### config.mk
export PLATFORM = sky130hd
export DESIGN_NAME = voice_mixer
export DESIGN_NICKNAME = d
export VERILOG_FILES = /design/src/rtl/voice_mixer.sv
export SDC_FILE = /design/constraint.sdc
export NUM_CORES = 1
export LEC_CHECK = 0
export ABC_CLOCK_PERIOD_IN_PS = 3200
export CORE_AREA = 2 2 86 96
export DETAILED_ROUTE_END_ITERATION = 6
export DIE_AREA = 0 0 88 98
export MAX_ROUTING_LAYER = met4
export PLACE_DENSITY = 0.79
export SLEW_MARGIN = 20
export SYNTH_ARGS = -nofsm -noshare
export SYNTH_HDL_FRONTEND = slang
export SYNTH_SLANG_ARGS = --single-unit
### constraint.sdc
create_clock -name i_clk -period 3.2 [get_ports i_clk]
set_input_delay 0.8 -clock i_clk [delete_from_list [all_inputs] [get_ports i_clk]]
set_output_delay 0.8 -clock i_clk [all_outputs]
set_load 0.02 [all_outputs]
### src/rtl/voice_mixer.sv
// Voice mixer: sums one signed sample per voice over a full frame, attenuates
// and saturates the sum, and offers one mixed sample per frame over valid/ready.
// Also flags clipping, dropped frames (overrun) and out-of-order voice indices.
module voice_mixer #(
  parameter int unsigned NUM_VOICES = 64,
  parameter int unsigned SAMPLE_W   = 16,
  parameter int unsigned ACC_W      = 24,
  parameter int unsigned SHIFT      = 4
) (
  input  logic                i_clk,
  input  logic                i_reset,
  input  logic [SAMPLE_W-1:0] i_sample,
  input  logic [7:0]          i_voice_index,
  input  logic [1:0]          i_pipeline_state,
  input  logic                i_voice_active,
  output logic [SAMPLE_W-1:0] o_mix,
  output logic                o_mix_valid,
  input  logic                i_mix_ready,
  output logic                o_clip,
  output logic                o_overrun,
  output logic                o_seq_error
);

  typedef enum logic [0:0] {StSync, StAccum} state_e;

  localparam logic [7:0]              LastIdx = 8'(NUM_VOICES - 1);
  localparam logic signed [ACC_W-1:0] SatMax  = ACC_W'((1 << (SAMPLE_W - 1)) - 1);
  localparam logic signed [ACC_W-1:0] SatMin  = ~SatMax;

  state_e                   state_q, state_d;
  logic signed [ACC_W-1:0]  acc_q, acc_d;
  logic [7:0]               exp_q, exp_d;
  logic [SAMPLE_W-1:0]      mix_q, mix_d;
  logic                     valid_q, valid_d;
  logic                     clip_q, clip_d;
  logic                     overrun_q, overrun_d;
  logic                     seq_q;

  logic                     strobe;
  logic                     idx_range_err;
  logic signed [ACC_W-1:0]  contrib;
  logic signed [ACC_W-1:0]  frame_sum;
  logic signed [ACC_W-1:0]  shifted;
  logic [SAMPLE_W-1:0]      sat_mix;
  logic                     sat_hit;
  logic                     frame_done;
  logic                     seq_err;
  logic                     load;

  // Strobe decode, gated contribution and the saturated frame result.
  always_comb begin
    strobe        = (i_pipeline_state == 2'd2);
    idx_range_err = ({1'b0, i_voice_index} >= 9'(NUM_VOICES));
    contrib       = i_voice_active ? ACC_W'($signed(i_sample)) : '0;
    frame_sum     = acc_q + contrib;
    shifted       = frame_sum >>> SHIFT;
    sat_hit       = 1'b0;
    if (shifted > SatMax) begin
      sat_mix = {1'b0, {(SAMPLE_W - 1){1'b1}}};
      sat_hit = 1'b1;
    end else if (shifted < SatMin) begin
      sat_mix = {1'b1, {(SAMPLE_W - 1){1'b0}}};
      sat_hit = 1'b1;
    end else begin
      sat_mix = shifted[SAMPLE_W-1:0];
    end
  end

  // Frame sequencing FSM: lock on voice 0, accumulate in order, resync on error.
  always_comb begin
    state_d    = state_q;
    acc_d      = acc_q;
    exp_d      = exp_q;
    frame_done = 1'b0;
    seq_err    = 1'b0;
    if (strobe) begin
      case (state_q)
        StSync: begin
          if (idx_range_err) begin
            seq_err = 1'b1;
          end else if (i_voice_index == 8'd0) begin
            acc_d   = contrib;
            exp_d   = 8'd1;
            state_d = StAccum;
          end
        end
        StAccum: begin
          if (i_voice_index == exp_q) begin
            if (i_voice_index == LastIdx) begin
              frame_done = 1'b1;
              acc_d      = '0;
              exp_d      = 8'd0;
            end else begin
              acc_d = frame_sum;
              exp_d = exp_q + 8'd1;
            end
          end else begin
            seq_err = 1'b1;
            // A stray voice 0 is itself a valid frame start: re-enter at once.
            if (i_voice_index == 8'd0) begin
              acc_d = contrib;
              exp_d = 8'd1;
            end else begin
              acc_d   = '0;
              exp_d   = 8'd0;
              state_d = StSync;
            end
          end
        end
        default: state_d = StSync;
      endcase
    end
  end

  // Output holding register: load on frame completion unless a frame is still
  // pending and not being taken this cycle, in which case the new one is dropped.
  always_comb begin
    load      = frame_done & (~valid_q | i_mix_ready);
    mix_d     = mix_q;
    valid_d   = valid_q;
    clip_d    = 1'b0;
    overrun_d = overrun_q;
    if (load) begin
      mix_d   = sat_mix;
      valid_d = 1'b1;
      clip_d  = sat_hit;
    end else if (valid_q & i_mix_ready) begin
      valid_d = 1'b0;
    end
    if (frame_done & valid_q & ~i_mix_ready) begin
      overrun_d = 1'b1;
    end
  end

  // State and output registers.
  always_ff @(posedge i_clk or negedge i_reset) begin
    if (!i_reset) begin
      state_q   <= StSync;
      acc_q     <= '0;
      exp_q     <= 8'd0;
      mix_q     <= '0;
      valid_q   <= 1'b0;
      clip_q    <= 1'b0;
      overrun_q <= 1'b0;
      seq_q     <= 1'b0;
    end else begin
      state_q   <= state_d;
      acc_q     <= acc_d;
      exp_q     <= exp_d;
      mix_q     <= mix_d;
      valid_q   <= valid_d;
      clip_q    <= clip_d;
      overrun_q <= overrun_d;
      seq_q     <= seq_err;
    end
  end

  assign o_mix       = mix_q;
  assign o_mix_valid = valid_q;
  assign o_clip      = clip_q;
  assign o_overrun   = overrun_q;
  assign o_seq_error = seq_q;

endmodule

==> results of run 1 <==
[logic make-up after synthesis]
family,count (synthesis),share of synthesized area [%]
simple gates,161,20.2
compound gates,152,27.1
flops,53,34.6
xor+xnor,35,8.00
buf+inv,32,3.72
fa+ha+maj,18,6.07
mux,1,0.261
[synthesized netlist by cell type (3+ instances only)]
cell / count / area, um2
nor4_1: 3 / 18.8
a21o_1: 6 / 45.0
and3_1: 9 / 56.3
inv_1: 8 / 30.0
a22oi_1: 3 / 22.5
and2_1: 20 / 125
o21ai_0: 44 / 220
o211ai_2: 10 / 125
nand2_1: 66 / 248
dfrtp_1: 53 / 1330
a21oi_1: 32 / 160
xnor2_1: 26 / 228
nor2_1: 25 / 93.8
o211ai_1: 14 / 105
o21a_1: 10 / 75.1
ha_1: 17 / 213
clkbuf_1: 20 / 75.1
nand2b_1: 6 / 37.5
nand4_1: 9 / 56.3
nor2b_1: 3 / 18.8
o21ai_1: 3 / 15.0
nor3_1: 6 / 30.0
a31oi_1: 10 / 62.6
xor2_1: 9 / 78.8
nand3_1: 6 / 30.0
[layer usage]
| metal | GRT usage [%] | up-vias | part of all wire (%) |
|---|---|---|---|
| li1 | - | 1913 | - |
| met1 | 36.5 | 2053 | 39 |
| met2 | 49.9 | 172 | 51 |
| met3 | 4.23 | 59 | 5.1 |
| met4 | 15.4 | 0 | 4.8 |
| met5 | - | - | 0 |
[what timing repair did]
item	4_1_cts	5_1_grt
endpoints found under the setup margin	29	22
gates resized for setup	72	19
gates cloned	1	1
pin swaps	51	19
hold endpoints to repair	0	0
setup buffers	25	12
[flip-flops by register name (all words and copies together), names as in the netlist]
signal	count
o_mix	16
state_q	1
acc_q	24
o_mix_valid	1
o_clip	1
o_seq_error	1
o_overrun	1
exp_q	8
[worst max-delay path, stage by stage]
cell	delay (ns)
buf_8	0.11
buf_8	0.13
nand2_4	0.07
inv_4	0.04
ha_4	0.22
a211oi_4	0.26
o21ai_2	0.11
o2111a_2	0.31
o41ai_4	0.27
mux2i_1	0.26
xor2_1	0.12
or4_4	0.60
a21o_4	0.28
buf_4	0.14
o211ai_2	0.12
[stage by stage]
step,cells,worst slack (ns),hold slack (ns),TNS (ns)
final,705,-0.378,0.444,-4.46
after global routing,705,-0.485,0.475,-6.27
after CTS,695,-0.251,0.472,-3.32
after detailed placement,662,-1.26,0.463,-28.33
after global placement,662,-1.12,0.460,-25.57
after floorplan,452,-0.475,0.456,-6.83
[cell type report]
cell class / count / area, um2 / area share [%]
Sequential cell: 53 / 1330 / 23.1
Timing Repair Buffer: 160 / 1370 / 23.7
Tap cell: 108 / 135 / 2.35
Multi-Input combinational cell: 368 / 2800 / 48.8
Clock inverter: 3 / 17.5 / 0.305
Clock buffer: 5 / 68.8 / 1.20
Inverter: 8 / 32.5 / 0.566
[worst max-delay path by stage]
stage	startpoint	slack, ns	endpoint
5_1_grt	i_voice_active	-0.49	o_mix[4]$_DFFE_PN0P_
6_report	i_voice_active	-0.38	o_mix[11]$_DFFE_PN0P_
3_3_place_gp	i_voice_active	-1.12	o_mix[1]$_DFFE_PN0P_
2_1_floorplan	i_voice_active	-0.47	o_mix[13]$_DFFE_PN0P_
3_5_place_dp	i_voice_active	-1.26	o_mix[4]$_DFFE_PN0P_
4_1_cts	i_voice_active	-0.25	o_mix[0]$_DFFE_PN0P_
[power by group]
group	switching, mW	total [mW]	internal, mW
clock	0.239	0.391	0.152
combinational	0.204	0.442	0.238
sequential	0.0337	0.722	0.688
==> flow_summary.json, run 1 <==
{
  "grt_usage_pct": 30.6,
  "antenna_cells_inserted": 0,
  "number_of_hold_violations_in_the_final_report": 0,
  "ctsHtreeMaxLevel": 2,
  "synth-warning-count": 0,
  "final.period_utilization_pct": 112,
  "insertion_delay_ns": 0.33,
  "design.core.area_um2": 7700,
  "failed_checks": "setup timing",
  "fillerInstances": 508,
  "total_half_perimeter_wirelength_after_legalization_and_detailed_placement_um": 8160,
  "synth_enable_flop_cells": 0,
  "worst_r2r_endpoint": "o_mix[11]$_DFFE_PN0P_",
  "globalRoute.totalOverflow": 0,
  "maxCapViolCount": 0,
  "buffer_ports.inserted": 49,
  "run_status": "complete, but fails checks",
  "maxClockFrequency_mhz": 280,
  "initial_core_util_pct": 49.8,
  "layout_commonest_cell": "buf_4",
  "tritoncts": "done",
  "reg2reg_slack_ns": -0.15,
  "mappedNetlistNets": 500,
  "cell_pwr_density_nw_per_um2": 270,
  "layout_overhead_on_the_synthesized_area_pct": 50.0,
  "io_pins": 50,
  "drt_drc_violations_left": 0,
  "setup.worst_path.end_class": "flop",
  "timing.final.setup_violations": 17,
  "reg2reg_depth": 12,
  "grt_max_degree": 32,
  "mappedNetlistArea_um2": 3830,
  "post_route_cells_drive_above_1_share_pct": 34.7,
  "yosys_register_bits": 53,
  "final_net_count": 644,
  "antenna_viol_nets_final": 0,
  "drt_pre_antenna_iters": 5,
  "clock_buffer_count_from_cts": 5,
  "min-delay-path-class": "primary input to async pin",
  "crit_required_ns": 3.46,
  "cts_num_sinks": 53,
  "timing.clock.skew_ns": 0.0146,
  "p_leak_nw": 2.56,
  "timing.rr.start": "acc_q[1]$_DFFE_PN0P_",
  "timing.final.crit_period_ns": 3.58,
  "crit_path_start_kind": "primary input",
  "max-slew-margin-rel_pct": 70.9,
  "post_synth_inst_count": 452,
  "async_flop_share_pct": 100,
  "hold_bufs_at_cts": 0,
  "root_buffer": "clkbuf_8",
  "layout_setup_ws_ns": -0.378,
  "grt_first_pass_wirelength_um": 20000,
  "report.final.slew_viol_count": 0,
  "floorplan_die_area_um2": 8620,
  "final_cell_mix": "buf_4, nand2_1, dfrtp_1, o21ai_0, clkdlybuf4s50_1",
  "unrepaired_setup_endpoints_after_global_routing": "yes",
  "max_slew.worst_pin.slew_ns": 0.434,
  "num_rows": 34,
  "crit_path_max_fanout": 8,
  "timing.critical_path.arrival_ns": 3.83,
  "cts.reportedPaths.clkPinSlew_ns": 0.10,
  "report.power.total_mw": 1.55,
  "number_of_global_route_vias_before_repair": 4138,
  "finalWirelength_um": 12900,
  "routed_via_density": 5.95,
  "drtIter0Drc": 251,
  "finalCoreUtilization_pct": 74.7,
  "worst-setup-path-type": "primary input to flop",
  "ir_drop_uv": 185,
  "yosysUniqueCellTypes": 54,
  "globalplace.congestion": 0.987,
  "max-clock-path-buffers": 2,
  "initial_antenna_violation_count": 0,
  "routedWlPerCell_um": 18.3,
  "syn-mean-instance-area_um2": 8.48,
  "post_dp_cell_area_um2": 5050,
  "finish.instance_area_um2": 5750,
  "die_width_um": 88,
  "floorplan.die.height_um": 98,
  "detailroute.via_count": 4197,
  "synthFlopType": "dfrtp_1",
  "yosysSeqAreaShare_pct": 34.6
}
Note: power is estimated with default switching activity, not from simulation.
==> inputs of run 2 (changes only) <==
--- a/config.mk
+++ b/config.mk
@@ -9,6 +9,7 @@
 export CORE_AREA = 2 2 86 96
 export DETAILED_ROUTE_END_ITERATION = 6
 export DIE_AREA = 0 0 88 98
+export HOLD_SLACK_MARGIN = 0.15
 export MAX_ROUTING_LAYER = met4
 export PLACE_DENSITY = 0.79
 export SLEW_MARGIN = 20
==> results of run 2 <==
Final layout, timing and power as in run 1 (identical DEF).
